--- src/rtl/pin_memory_pkg.sv ---
// Shared definitions for the pin_memory block: compare FSM state type and
// default geometry constants.
package pin_memory_pkg;

    localparam int DEFAULT_WIDTH = 4;
    localparam int DEFAULT_DEPTH = 4;

    typedef enum logic [1:0] {
        IDLE = 2'd0,
        SCAN = 2'd1,
        DONE = 2'd2
    } cmp_state_t;

endpackage

--- src/rtl/pin_memory_cmp.sv ---
// Compare engine for pin_memory: snapshots a candidate vector on cmp_start,
// walks the stored entries one per cycle and reports whether all matched.
// The storage itself lives in the parent; this block only drives scan_idx
// and looks at the entry value the parent returns for it.
module pin_memory_cmp
    import pin_memory_pkg::*;
#(
    parameter int WIDTH = DEFAULT_WIDTH,
    parameter int DEPTH = DEFAULT_DEPTH,
    parameter int IDX_W = $clog2(DEPTH)
) (
    input  logic                   clk,
    input  logic                   reset,
    input  logic                   start,
    input  logic [DEPTH*WIDTH-1:0] data,
    input  logic [WIDTH-1:0]       entry,
    output logic [IDX_W-1:0]       scan_idx,
    output logic                   busy,
    output logic                   done,
    output logic                   match,
    output cmp_state_t             state
);

    localparam logic [IDX_W-1:0] LAST_IDX = IDX_W'(DEPTH - 1);

    cmp_state_t       state_q;
    cmp_state_t       state_d;
    logic [IDX_W-1:0] counter;
    logic             mismatch;
    logic             match_q;
    logic [WIDTH-1:0] cap [DEPTH];
    logic             diff;

    assign diff     = (entry != cap[counter]);
    assign scan_idx = counter;
    assign busy     = (state_q != IDLE);
    assign done     = (state_q == DONE);
    assign match    = match_q;
    assign state    = state_q;

    // Next-state logic: start is only honoured from IDLE, so a start while
    // busy is naturally ignored.
    always_comb begin
        state_d = state_q;
        case (state_q)
            IDLE:    if (start) state_d = SCAN;
            SCAN:    if (counter == LAST_IDX) state_d = DONE;
            DONE:    state_d = IDLE;
            default: state_d = IDLE;
        endcase
    end

    // State register, snapshot capture, scan counter and sticky mismatch.
    // The result is registered on the last SCAN edge so it is already
    // visible while DONE is asserted, and it holds until the next DONE.
    always_ff @(posedge clk) begin
        if (reset) begin
            state_q  <= IDLE;
            counter  <= '0;
            mismatch <= 1'b0;
            match_q  <= 1'b0;
            for (int i = 0; i < DEPTH; i++) cap[i] <= '0;
        end else begin
            state_q <= state_d;
            case (state_q)
                IDLE: begin
                    if (start) begin
                        counter  <= '0;
                        mismatch <= 1'b0;
                        for (int i = 0; i < DEPTH; i++) cap[i] <= data[i*WIDTH +: WIDTH];
                    end
                end
                SCAN: begin
                    if (diff) mismatch <= 1'b1;
                    if (counter == LAST_IDX) match_q <= ~(mismatch | diff);
                    else                     counter <= counter + 1'b1;
                end
                default: ;
            endcase
        end
    end

endmodule

--- src/rtl/pin_memory.sv ---
// pin_memory: small register-file memory with registered reads and a
// sequential compare against a candidate vector.
// Optional feature macro: PIN_MEMORY_WRLOCK_EN enables the wr_lock write
// protect input; without it wr_lock has no effect.
// Writes are dropped (with a one-cycle wr_err pulse) while a compare is
// running, so the stored entries cannot change under the scan.
module pin_memory
    import pin_memory_pkg::*;
#(
    parameter int WIDTH = DEFAULT_WIDTH,
    parameter int DEPTH = DEFAULT_DEPTH,
    parameter int IDX_W = $clog2(DEPTH)
) (
    input  logic                   clk,
    input  logic                   reset,
    input  logic                   enable,
    input  logic                   wr,
    input  logic [IDX_W-1:0]       idx,
    input  logic [WIDTH-1:0]       wdata,
    output logic [WIDTH-1:0]       rdata,
    output logic                   rvalid,
    input  logic                   cmp_start,
    input  logic [DEPTH*WIDTH-1:0] cmp_data,
    output logic                   cmp_busy,
    output logic                   cmp_done,
    output logic                   cmp_match,
    input  logic                   wr_lock,
    output logic                   wr_err
);

    logic [WIDTH-1:0] mem [DEPTH];
    logic [IDX_W-1:0] scan_idx;
    logic             busy;
    logic             lock_hit;
    logic             wr_req;
    logic             wr_ok;
    cmp_state_t       cmp_state;

`ifdef PIN_MEMORY_WRLOCK_EN
    assign lock_hit = wr_lock;
`else
    logic unused_wr_lock;
    assign unused_wr_lock = wr_lock;
    assign lock_hit       = 1'b0;
`endif

    assign wr_req   = enable & wr;
    assign wr_ok    = wr_req & ~busy & ~lock_hit;
    assign cmp_busy = busy;

    pin_memory_cmp #(
        .WIDTH (WIDTH),
        .DEPTH (DEPTH),
        .IDX_W (IDX_W)
    ) u_cmp (
        .clk      (clk),
        .reset    (reset),
        .start    (cmp_start),
        .data     (cmp_data),
        .entry    (mem[scan_idx]),
        .scan_idx (scan_idx),
        .busy     (busy),
        .done     (cmp_done),
        .match    (cmp_match),
        .state    (cmp_state)
    );

    // Storage array: cleared on reset, written only by accepted writes.
    always_ff @(posedge clk) begin
        if (reset) begin
            for (int i = 0; i < DEPTH; i++) mem[i] <= '0;
        end else if (wr_ok) begin
            mem[idx] <= wdata;
        end
    end

    // Registered read port and rejected-write strobe.
    always_ff @(posedge clk) begin
        if (reset) begin
            rdata  <= '0;
            rvalid <= 1'b0;
            wr_err <= 1'b0;
        end else begin
            rvalid <= enable & ~wr;
            rdata  <= (enable & ~wr) ? mem[idx] : '0;
            wr_err <= wr_req & (busy | lock_hit);
        end
    end

endmodule

--- config.mk ---
export PLATFORM = sky130hd
export DESIGN_NAME = pin_memory
export DESIGN_NICKNAME = d
export VERILOG_FILES = /design/src/rtl/pin_memory_pkg.sv /design/src/rtl/pin_memory_cmp.sv /design/src/rtl/pin_memory.sv
export SDC_FILE = /design/constraint.sdc
export NUM_CORES = 1
export LEC_CHECK = 0
export ABC_AREA = 1
export BUFFER_PORTS_ARGS = -buffer_cell sky130_fd_sc_hd__buf_4
export CELL_PAD_IN_SITES_DETAIL_PLACEMENT = 0
export CELL_PAD_IN_SITES_GLOBAL_PLACEMENT = 1
export CORE_ASPECT_RATIO = 0.5
export CORE_MARGIN = 4
export CORE_UTILIZATION = 45
export DETAILED_ROUTE_END_ITERATION = 8
export PLACE_DENSITY_LB_ADDON = 0.1
export SYNTH_ARGS = -nofsm -noshare
export SYNTH_HDL_FRONTEND = slang
export SYNTH_HIERARCHICAL = 1
export SYNTH_SLANG_ARGS = --single-unit
--- constraint.sdc ---
create_clock -name clk -period 3.01 [get_ports clk]
set_input_delay 0.301 -clock clk [delete_from_list [all_inputs] [get_ports clk]]
set_output_delay 0.301 -clock clk [all_outputs]
set_load 0.05 [all_outputs]
=== Yosys cells after proc, flatten, opt, wreduce, memory -nomap -nowiden ===
Memories as Yosys holds them, arrays and structs flattened. A register that Yosys moved wholly into a read port is not among the register bits.
Index checks and enable logic that the tools add are counted.

* Memories kept: 2
* Register bits: 8
* Bits in writable memories: 32
* Output and inout port bits: 9
* Logic and storage cells: 68
* Bits of input ports: 28

{| class="wikitable"
|+ Memories
! memory !! depth !! width !! read ports !! clocked after Yosys merged registers in !! wr ports !! line !! text
|-
| mem || 4 || 4 || 2 || 2 || 4 || pin_memory.sv:31 || <nowiki>logic [WIDTH-1:0] mem [DEPTH];</nowiki>
|-
| u_cmp.cap || 4 || 4 || 1 || 1 || 4 || pin_memory_cmp.sv:31 || <nowiki>logic [WIDTH-1:0] cap [DEPTH];</nowiki>
|}

* Bitwise gates (word level): 13
* Mux-type cells: 29
* Reductions and logical operators: 9
* $add $sub $neg: 1
* Equal/unequal tests: 8

{| class="wikitable"
|+ Operators by type and width
! operator !! number
|-
| 4-bit two-way mux || 5
|-
| 2-bit two-way mux || 9
|-
| 1-bit two-way mux || 12
|-
| 2-bit one-hot mux with 2 select lines || 2
|-
| 3-bit AND reduction || 2
|-
| 1-bit bitwise OR || 5
|-
| 1-bit AND || 4
|-
| 2-bit == test, second input constant || 2
|-
| 2-bit by 1-bit != test with 1-bit output, second input constant || 2
|-
| 2-bit != test, second input constant || 2
|-
| 4-bit != test || 1
|-
| 1-bit NOT || 4
|-
| 2-bit AND reduction || 2
|-
| 2-bit nonzero test || 2
|-
| 4-bit OR reduction || 1
|-
| 2-bit by 1-bit adder with 2-bit output, second input constant || 1
|-
| 2-bit by 1-bit == test with 1-bit output, second input constant || 1
|-
| 2-bit logical NOT || 1
|-
| 1-bit one-hot mux with 2 select lines || 1
|-
| 2-bit OR reduction || 1
|}

=== Depth between registers and ports, before layout ===
Gate-level depths: netlist of the first run.

* Depth after elaboration: 8
* Depth in mapped cells: 11
* Mapped depth without buffers: 11

=== Modules after synthesis ===
The synthesis of the first run kept the hierarchy.

{| class="wikitable"
|+ By module, submodules not included
! module !! instances !! seq. area each (µm²) !! cells an instance !! area each (µm²)
|-
| pin_memory_cmp || 1 || 640.6 || 133 || 1,147.4
|-
| pin_memory || 1 || 600.6 || 123 || 1,122.3
|}

=== Worst setup path after synthesis of the first run ===
No wires, ideal clock.

* Path type: register to register
* Start point: register u_cmp.state_q[0], in the netlist u_cmp/state[0]
* End point: memory mem[2][0] (netlist name), enable pin
* Library setup time: 318 ps
* Period minus slack after synthesis: 1,553 ps
* Setup slack: 1,457 ps
* Cell stages (with the launch flop): 6
* Required time: 2,692 ps
* Arrival: 1,235 ps
* Buffers on the path: 0
* Cell sequence: dfxtp_1 > nor2_1 > inv_1 > nor2_8 > nand2_4 > o21ai_2

{| class="wikitable"
|+ RTL lines
! what !! line !! text
|-
| from (decl) || pin_memory_cmp.sv:26 || <nowiki>cmp_state_t state_q;</nowiki>
|-
| from (signal assigned) || pin_memory_cmp.sv:64 || <nowiki>state_q <= state_d;</nowiki>
|-
| to (decl) || pin_memory.sv:31 ||
|}

==> flow_summary.json, run 1 <==
{
  "yosys_warnings": 6,
  "core_area_mm2": 0.004637,
  "r2r_cells": 8,
  "worstPathCellList": "o21ai_0, o21ai_0, nand3b_1, nand2_1, nor2_2, nand2_1, nand3_1, nand2_1",
  "synthFlopType": "edfxtp_1",
  "clk_pin_slew_ns": 0.09,
  "worst_slew_pin_slew_ns": 0.7298,
  "syn-num-nets": 285,
  "syn_area_per_cell_um2": 8.866,
  "antenna_found_initial": 0,
  "power_frac_comb_pct": 14.3,
  "hold-path-cell-count": 2,
  "rr_startpoint": "u_cmp/scan_idx[0]",
  "grt_max_degree": 17,
  "met2_usage_pct": 24.06,
  "r2r_slack_ns": 1.20,
  "power.switching_mw": 0.3544,
  "syn_to_final_growth_pct": 18.36,
  "grt_overflow": 0,
  "status": "completed",
  "cp-startpoint": "u_cmp/scan_idx[0]",
  "crit_path_start_kind": "flip-flop",
  "synthTopCellsByCount": "59 x nand2_1, 40 x nor2_1, 38 x inv_1",
  "r2r-end": "u_cmp/mismatch",
  "die_h_um": 58.22,
  "finalSetupViolations": 0,
  "crit_arrival_ns": 2.01,
  "use_met1_pct": 21.39,
  "cts_htree_levels": 2,
  "top_usage_layer": "met2",
  "cts.repair.resized": 0,
  "fmax_mhz": 551.1,
  "routabilityCongestion": 0.7944,
  "switching_share_pct": 25.50,
  "endpoint_kind": "flip-flop",
  "rows": 17,
  "nets": 323,
  "fillers": 439,
  "drtIter0Drc": 40,
  "tritoncts": "yes",
  "period_share_pct": 60.28,
  "portBuffers": 35,
  "via_count": 1725,
  "min-delay-start": "reset",
  "postSynth.asyncResetShare_pct": 0,
  "layout-drive-gt1-share_pct": 23.05,
  "cts_buffers": 5,
  "hold_viol": 0,
  "dr.pass1.iters": 4,
  "synth.most_common_cell": "nand2_1",
  "initial_core_util_pct": 48.95,
  "clk_latency_ns": 0.29,
  "post-place-ws_ns": 1.250,
  "synth_cells": 256,
  "rsz0062_at_grt": "false",
  "path_buf_inv": 0,
  "period_needed_ns": 1.815,
  "synth_top_area_share_pct": 42.34,
  "max_slew_margin_pct": 51.23,
  "setup_ws_ns": 1.195,
  "grt_pass1_vias": 1654,
  "vdd_drop_max_v": 0.0003300,
  "critical_path.max_fanout": 16,
  "p_leak_nw": 1.253,
  "use_met3_pct": 4.561,
  "hpwl_um": 3419,
  "route.detailed.drc": 0,
  "synth-edff-count": 32,
  "final_core_util_pct": 57.93,
  "syn_area_mm2": 0.002270,
  "final.setup_skew_ns": 0.004276,
  "synth_area_leaders": "edfxtp_1 42%, dfxtp_1 12%, nand2_1 9.8%, nor2_1 6.6%, inv_1 6.3%",
  "internal_power_mw": 1.035,
  "criticalPathCategory": "reg2reg",
  "postCtsSetupBuffers": 0,
  "cp_top_family": "flip-flops",
  "max_cap_viol_count": 0,
  "seqPwrFrac_pct": 53.2,
  "min_to": "u_cmp/match",
  "clock-sinks": 46,
  "synth.largest_area_cell": "edfxtp_1",
  "tns_ns": 0,
  "yosys_register_bits": 46,
  "max_stage_delay_ns": 0.63,
  "drv_slew": 0,
  "cts_hold_buf": 0,
  "hold_path.class": "in2reg",
  "n_antenna_cell": 0,
  "clk_path_buf_depth": 2,
  "routedWlPerCell_um": 13.00,
  "final_cells": 361,
  "root_buffer": "clkbuf_8",
  "placed_cells": 353,
  "ys_seq_area_share_pct": 54.69,
  "gr-usage-all-layers_pct": 15.74,
  "die_w_um": 108.4,
  "cp.required_ns": 3.21,
  "die_area_mm2": 0.006313,
  "p_clk_share_pct": 32.6,
  "powerDensity_mw_per_mm2": 517.4,
  "grt_first_pass_wirelength_um": 7603,
  "yosysUniqueCellTypes": 27,
  "wirelength_um": 4692,
  "slowest_stage": "dfxtp_1",
  "final_antenna_net_count": 0,
  "boundaryPins": 37,
  "path_common_cell": "nand2_1",
  "vias_per_cell": 4.778
}
power by group through the flow:
| stage | Combinational (mW) | Clock [mW] | Sequential (mW) |
|---|---|---|---|
| 3_5_place_dp | 0.198 | 0 | 0.754 |
| 3_3_place_gp | 0.195 | 0 | 0.753 |
| 5_1_grt | 0.223 | 0.496 | 0.744 |
| 6_report | 0.198 | 0.452 | 0.739 |
| 4_1_cts | 0.199 | 0.466 | 0.739 |
| 2_1_floorplan | 0.138 | 0 | 0.748 |
metal layers:
metal	routed length (µm)	share of wire [%]
met3	211	4.5
met5	0	0
met1	2352	50
met4	75	1.6
met2	2053	44
per-stage QoR:
stage,instance area (µm²),hold slack [ns],power (mW)
after floorplan,2270,0.3634,0.8856
after global placement,2580,0.4579,0.9478
after global routing,2686,0.2042,1.463
after detailed placement,2580,0.4659,0.9521
final,2686,0.2128,1.390
after CTS,2686,0.2081,1.404
registers in the layout (all words and copies together) (netlist names), named ones only:
signal          cells
mem                16
u_cmp/cap          16
rdata               4
u_cmp/scan_idx      2
u_cmp/state         2
rvalid              1
u_cmp/match         1
u_cmp/mismatch      1
wr_err              1
final cells by class:
| class | count | area [µm²] | share of cell area [%] |
|---|---|---|---|
| clock buffer | 7 | 76.32 | 2.841 |
| inverter | 43 | 170.2 | 6.334 |
| sequential | 46 | 1241 | 46.20 |
| clock inverter | 1 | 30.03 | 1.118 |
| timing repair buffer | 35 | 262.8 | 9.781 |
| multi-input combinational | 163 | 823.3 | 30.65 |
| tap | 66 | 82.58 | 3.074 |
logic make-up after synthesis:
group / Yosys count / share of synthesized area, %
AND/OR/NAND/NOR: 137 / 29.77
flip-flops: 46 / 54.69
adder cells (fa/ha/maj): 1 / 0.5512
AO/OA/AOI/OAI: 25 / 5.954
buffers and inverters: 47 / 9.040
cells in the final DEF, fill, tap and decap left out:
cell        n
a21oi_2     1
inv_8       1
nor3_2      4
clkinv_2    1
nand3_2     4
o21ai_0    13
nor3b_1     1
nand2_2     6
edfxtp_1   32
o21ai_2     1
nand2_1    59
ha_1        1
nand2_4     1
nand3_1    14
clkbuf_8    5
buf_4      35
nor2_2      2
nand4_4     2
inv_1      38
a22oi_1     1
nand3b_1    3
clkbuf_1    2
inv_2       3
a21oi_1     9
nor2_8      1
nor2_1     40
bufinv_16   1
dfxtp_1    14
worst max-delay path by stage:
stage | to | slack (ns) | depth (start not counted)
after global routing | u_cmp/mismatch | 1.03 | 9
after floorplan | mem[2][0] | 1.46 | 5
after global placement | u_cmp/mismatch | 1.30 | 9
final | u_cmp/mismatch | 1.20 | 8
after CTS | u_cmp/mismatch | 1.24 | 9
after detailed placement | u_cmp/mismatch | 1.25 | 9
worst reg2reg max path: cells and delay by family, from the launching register on:
family / cells / cell delay, ns
AOI/OAI and AO/OA: 2 / 0.58
and+or+nand+nor: 6 / 0.51
DFF: 1 / 0.63
Note: power is estimated with default switching activity, not from simulation.
==> run 2: changes to the inputs <==
--- a/config.mk
+++ b/config.mk
@@ -11,7 +11,7 @@
 export CELL_PAD_IN_SITES_GLOBAL_PLACEMENT = 1
 export CORE_ASPECT_RATIO = 0.5
 export CORE_MARGIN = 4
-export CORE_UTILIZATION = 45
+export CORE_UTILIZATION = 38
 export DETAILED_ROUTE_END_ITERATION = 8
 export PLACE_DENSITY_LB_ADDON = 0.1
 export SYNTH_ARGS = -nofsm -noshare
==> constraint.sdc (replaced) <==
create_clock -name clk -period 1.6 [get_ports clk]
set_input_delay 0.16 -clock clk [delete_from_list [all_inputs] [get_ports clk]]
set_output_delay 0.16 -clock clk [all_outputs]
set_load 0.05 [all_outputs]
==> run 2 against run 1 <==
Clock skew fell by 0.00089 ns; critical path depth fell by 3; clock power rose to 2.6 times the previous value; routed wire length rose by 2.7%; first-iteration DRC count rose by 80%; die area rose by 16%; combinational power rose by 110%; fmax rose by 24%; final cell count rose by 4.4%; critical path type unchanged; highest routed layer unchanged.
==> flow_summary.json, run 2 (same netlist as run 1, synthesis figures left out) <==
{
  "critical_path.max_fanout": 9,
  "tns_ns": 0,
  "vias_per_cell": 4.645,
  "clk_path_buf_depth": 2,
  "rsz0062_at_grt": "false",
  "die_h_um": 62.65,
  "dpl_cell_area_mm2": 0.002649,
  "routabilityCongestion": 0.8084,
  "clk_latency_ns": 0.29,
  "rows": 19,
  "design_area_mm2": 0.002839,
  "layout-drive-gt1-share_pct": 27.30,
  "max_slew_margin_pct": 84.17,
  "routedWlPerCell_um": 12.78,
  "syn_to_final_growth_pct": 25.08,
  "endpoint_kind": "flip-flop",
  "r2r_slack_ns": 0.14,
  "criticalPathCategory": "reg2reg",
  "core_area_mm2": 0.005634,
  "cts_htree_levels": 2,
  "cp.required_ns": 1.57,
  "boundaryPins": 37,
  "antenna_found_initial": 0,
  "worst_slew_pin_slew_ns": 0.2349,
  "multi_input_area_um2": 838.3,
  "fmax_mhz": 683.0,
  "nets": 332,
  "hold_viol": 0,
  "layout_common_cells": "59 x nand2_1, 44 x buf_4, 40 x nor2_1",
  "grt_overflow": 0,
  "r2r-end": "mem[2][1]",
  "wirelength_um": 4818,
  "route.detailed.drc": 0,
  "portBuffers": 35,
  "gr-usage-all-layers_pct": 14.68,
  "dr.pass1.iters": 4,
  "status": "completed",
  "via_count": 1751,
  "seqCellArea_mm2": 0.001246,
  "r2r_cells": 5,
  "final_common_cell": "nand2_1",
  "grt_pass1_vias": 1743,
  "cp-startpoint": "u_cmp/state[0]",
  "crit_path_start_kind": "flip-flop",
  "grt_first_pass_wirelength_um": 8231,
  "finalSetupViolations": 0,
  "powerDensity_mw_per_mm2": 1040,
  "period_needed_ns": 1.464,
  "cp-endpoint": "mem[2][1]",
  "rr_startpoint": "u_cmp/state[0]",
  "cts_hold_buf": 0,
  "hpwl_um": 3623,
  "root_buffer": "clkbuf_16",
  "max_cap_viol_count": 0,
  "initial_core_util_pct": 40.28,
  "reg.largest.list": "mem x16, u_cmp/cap x16, rdata x4",
  "tritoncts": "yes",
  "die_w_um": 117.3,
  "p_total_mw": 2.953,
  "drtIter0Drc": 72,
  "crit_arrival_ns": 1.44,
  "hold_path.class": "in2reg",
  "cts_buffers": 5,
  "die_area_mm2": 0.007349,
  "fillers": 541,
  "vdd_drop_max_v": 0.0005252,
  "clk_pin_slew_ns": 0.06,
  "period_share_pct": 91.51,
  "n_antenna_cell": 0,
  "clock-sinks": 46,
  "drv_slew": 0,
  "grt_max_degree": 17,
  "p_leak_nw": 1.330,
  "final_antenna_net_count": 0,
  "final.setup_skew_ns": 0.003386
}
run 2: cell type report:
class                           count  share of cell area [%]
Sequential cell                    46                   43.90
Multi-Input combinational cell    163                   29.53
Timing Repair Buffer               44                   11.64
Inverter                           43                   5.994
Clock buffer                        7                   4.672
Tap cell                           73                   3.217
Clock inverter                      1                   1.058
run 2: power breakdown:
part           switching, mW  internal, mW
clock                  0.418         0.738
combinational          0.254         0.163
sequential            0.0344          1.35
total                  0.706          2.25
run 2: repair_timing:
action	4_1_cts	5_1_grt
gates resized for setup	2	13
pin swaps	0	3
setup buffers	0	1
gates cloned	0	0
setup endpoints to repair	2	2
run 2: worst min path at each step:
stage / from / endpoint / slack, ns / depth (start not counted)
6_report: reset / u_cmp/match / 0.08 / 2
3_3_place_gp: reset / u_cmp/match / 0.38 / 2
4_1_cts: reset / u_cmp/match / 0.08 / 2
2_1_floorplan: reset / u_cmp/match / 0.22 / 1
3_5_place_dp: reset / u_cmp/match / 0.39 / 2
5_1_grt: reset / u_cmp/match / 0.08 / 2
run 2: per-layer routing:
metal	up-vias	GRT usage, %	routed length, µm
met2	29	23.03	2225
met1	804	18.81	2306
met4	0	6.009	85
met3	9	4.352	201
met5	-	0	0
li1	909	-	-
run 2: critical path, stage by stage, from the launching register on:
cell and delay, ns:
dfxtp_1 0.32, nor2_1 0.13, inv_1 0.14, nor2_8 0.20, nand2_4 0.12, o21ai_2 0.24
run 2: through the flow:
stage / hold slack, ns / util (%) / setup slack, ns / cells
4_1_cts: 0.07706 / 49.90 / 0.03865 / 376
5_1_grt: 0.08182 / 50.39 / 0.005877 / 377
2_1_floorplan: 0.2224 / - / 0.04695 / 256
3_5_place_dp: 0.3871 / 47.01 / -0.02467 / 368
3_3_place_gp: 0.3849 / 47.01 / 0.04688 / 368
6_report: 0.08322 / 50.39 / 0.1358 / 377
==> run 3: changes to the inputs <==
--- a/config.mk
+++ b/config.mk
@@ -11,7 +11,9 @@
 export CELL_PAD_IN_SITES_GLOBAL_PLACEMENT = 1
 export CORE_ASPECT_RATIO = 0.5
 export CORE_MARGIN = 4
-export CORE_UTILIZATION = 38
+export CORE_UTILIZATION = 39
+export CTS_BUF_LIST = sky130_fd_sc_hd__clkbuf_8
+export CTS_CLUSTER_DIAMETER = 150
 export DETAILED_ROUTE_END_ITERATION = 8
 export PLACE_DENSITY_LB_ADDON = 0.1
 export SYNTH_ARGS = -nofsm -noshare
==> run 3 against run 2 <==
Utilization down 0.66 points; die area down 2.3%; via count rose by 1.1%; register-to-register slack worse by 0.03 ns; clock skew is 0.0076 ns higher; combinational power down 3%; clock power shrank 26%; sequential share of layout area increased by 1.2 points; worst setup slack got worse by 0.028 ns.
==> flow_summary.json, run 3 (same netlist as run 1, synthesis figures left out) <==
{
  "clock-sinks": 46,
  "path_buf_inv": 1,
  "p_leak_nw": 1.301,
  "via_count": 1770,
  "max_stage_delay_ns": 0.39,
  "finalSetupViolations": 0,
  "period_share_pct": 93.26,
  "status": "completed",
  "hold_path.class": "in2reg",
  "rows": 19,
  "worstPathCellList": "buf_4, a21oi_1, o21ai_0, o21ai_1, nand3b_1, nand2_1, nor2_2, nand3_2, a21oi_2",
  "cts_buffers": 5,
  "gr-usage-all-layers_pct": 13.83,
  "die_w_um": 115.9,
  "portBuffers": 35,
  "final_antenna_net_count": 0,
  "whs_ns": 0.06731,
  "clk_latency_ns": 0.30,
  "root_buffer": "clkbuf_8",
  "hpwl_um": 3631,
  "clk_path_buf_depth": 2,
  "final.setup_skew_ns": 0.01097,
  "cts_htree_levels": 2,
  "reg.largest.list": "mem x16, u_cmp/cap x16, rdata x4",
  "routedWlPerCell_um": 12.48,
  "min_to": "u_cmp/match",
  "tritoncts": "yes",
  "wirelength_um": 4694,
  "layout_common_cells": "59 x nand2_1, 43 x buf_4, 40 x nor2_1",
  "grt_first_pass_wirelength_um": 7583,
  "rr_startpoint": "u_cmp/scan_idx[0]",
  "endpoint_kind": "flip-flop",
  "n_antenna_cell": 0,
  "max_slew_margin_pct": 81.76,
  "min-delay-start": "reset",
  "criticalPathCategory": "reg2reg",
  "hold_viol": 0,
  "routabilityCongestion": 0.7819,
  "placed_cells": 367,
  "die_h_um": 61.95,
  "vdd_drop_max_v": 0.0004878,
  "slowest_stage": "dfxtp_4",
  "drv_slew": 0,
  "grt_max_degree": 17,
  "syn_to_final_growth_pct": 21.89,
  "clk_pin_slew_ns": 0.09,
  "antenna_found_initial": 0,
  "cp_top_family": "compound AO/OA/AOI/OAI gates",
  "layout-drive-gt1-share_pct": 26.73,
  "initial_core_util_pct": 40.80,
  "die_area_mm2": 0.007179,
  "grt_overflow": 0,
  "dr.pass1.iters": 4,
  "final_common_cell": "nand2_1",
  "grt_pass1_vias": 1639,
  "r2r_cells": 9,
  "fmax_mhz": 670.2,
  "max_cap_viol_count": 0,
  "worst_slew_pin_slew_ns": 0.2717,
  "crit_path_start_kind": "flip-flop",
  "drtIter0Drc": 69,
  "final_cells": 376,
  "hold-path-cell-count": 2,
  "critical_path.max_fanout": 11,
  "nets": 331,
  "cp.required_ns": 1.85,
  "vias_per_cell": 4.707,
  "crit_arrival_ns": 1.74,
  "boundaryPins": 37,
  "core_area_mm2": 0.005563,
  "period_needed_ns": 1.492,
  "r2r_slack_ns": 0.11,
  "r2r-end": "u_cmp/match",
  "cts_hold_buf": 0,
  "powerDensity_mw_per_mm2": 956.6,
  "route.detailed.drc": 0
}
run 3: cell types whose count changed in the layout (fill, tap and decap cells not counted):
cell	delta
a21oi_1	+1
a21oi_2	-1
buf_4	-1
clkbuf_1	-2
clkbuf_16	-5
clkbuf_8	+5
clkinv_2	+2
o21ai_0	+3
o21ai_1	-1
o21ai_2	-2
run 3: worst max path at each step:
stage	start	endpoint	slack, ns	depth (start not counted)
finish	u_cmp/scan_idx[0]	u_cmp/match	0.11	9
global route	u_cmp/scan_idx[0]	u_cmp/match	-0.01	9
CTS	u_cmp/scan_idx[0]	u_cmp/mismatch	0.03	8
detailed placement	u_cmp/scan_idx[0]	u_cmp/mismatch	-0.03	9
global placement	u_cmp/scan_idx[0]	u_cmp/mismatch	0.05	9
floorplan	u_cmp/state[0]	mem[2][0]	0.05	5
run 3: repair_timing:
item / CTS / global route
setup endpoints to repair: 2 / 2
setup buffers: 0 / 1
resized for setup: 1 / 6
pin swaps: 0 / 0
run 3: final cells by class:
type,count,area [µm²]
timing repair buffer,43,322.8
tap,73,91.34
clock buffer,5,68.82
clock inverter,3,40.04
multi-input combinational,163,827.0
fill,573,2796
inverter,43,170.2
sequential,46,1246
run 3: per-stage QoR:
stage	cell area [µm²]	setup WS [ns]	utilization (%)	TNS (ns)	total power [mW]
floorplan	2270	0.04695	-	0	1.666
global placement	2641	0.04689	47.48	0	1.803
global route	2766	-0.01288	49.73	-0.01288	2.767
finish	2766	0.1079	49.73	0	2.646
CTS	2750	0.03121	49.44	0	2.656
detailed placement	2641	-0.02780	47.48	-0.04738	1.808
run 3: routing by layer:
metal	global-route usage [%]	wire length (µm)	vias to the layer above
met2	22.24	2041	41
met5	0	0	-
met3	4.159	264	9
met1	18.31	2326	817
li1	-	-	903
met4	4.463	61	0
run 3: power by group:
group,switching [mW],internal (mW),total (mW)
clock,0.400,0.460,0.860
combinational,0.248,0.159,0.407
sequential,0.0361,1.34,1.38
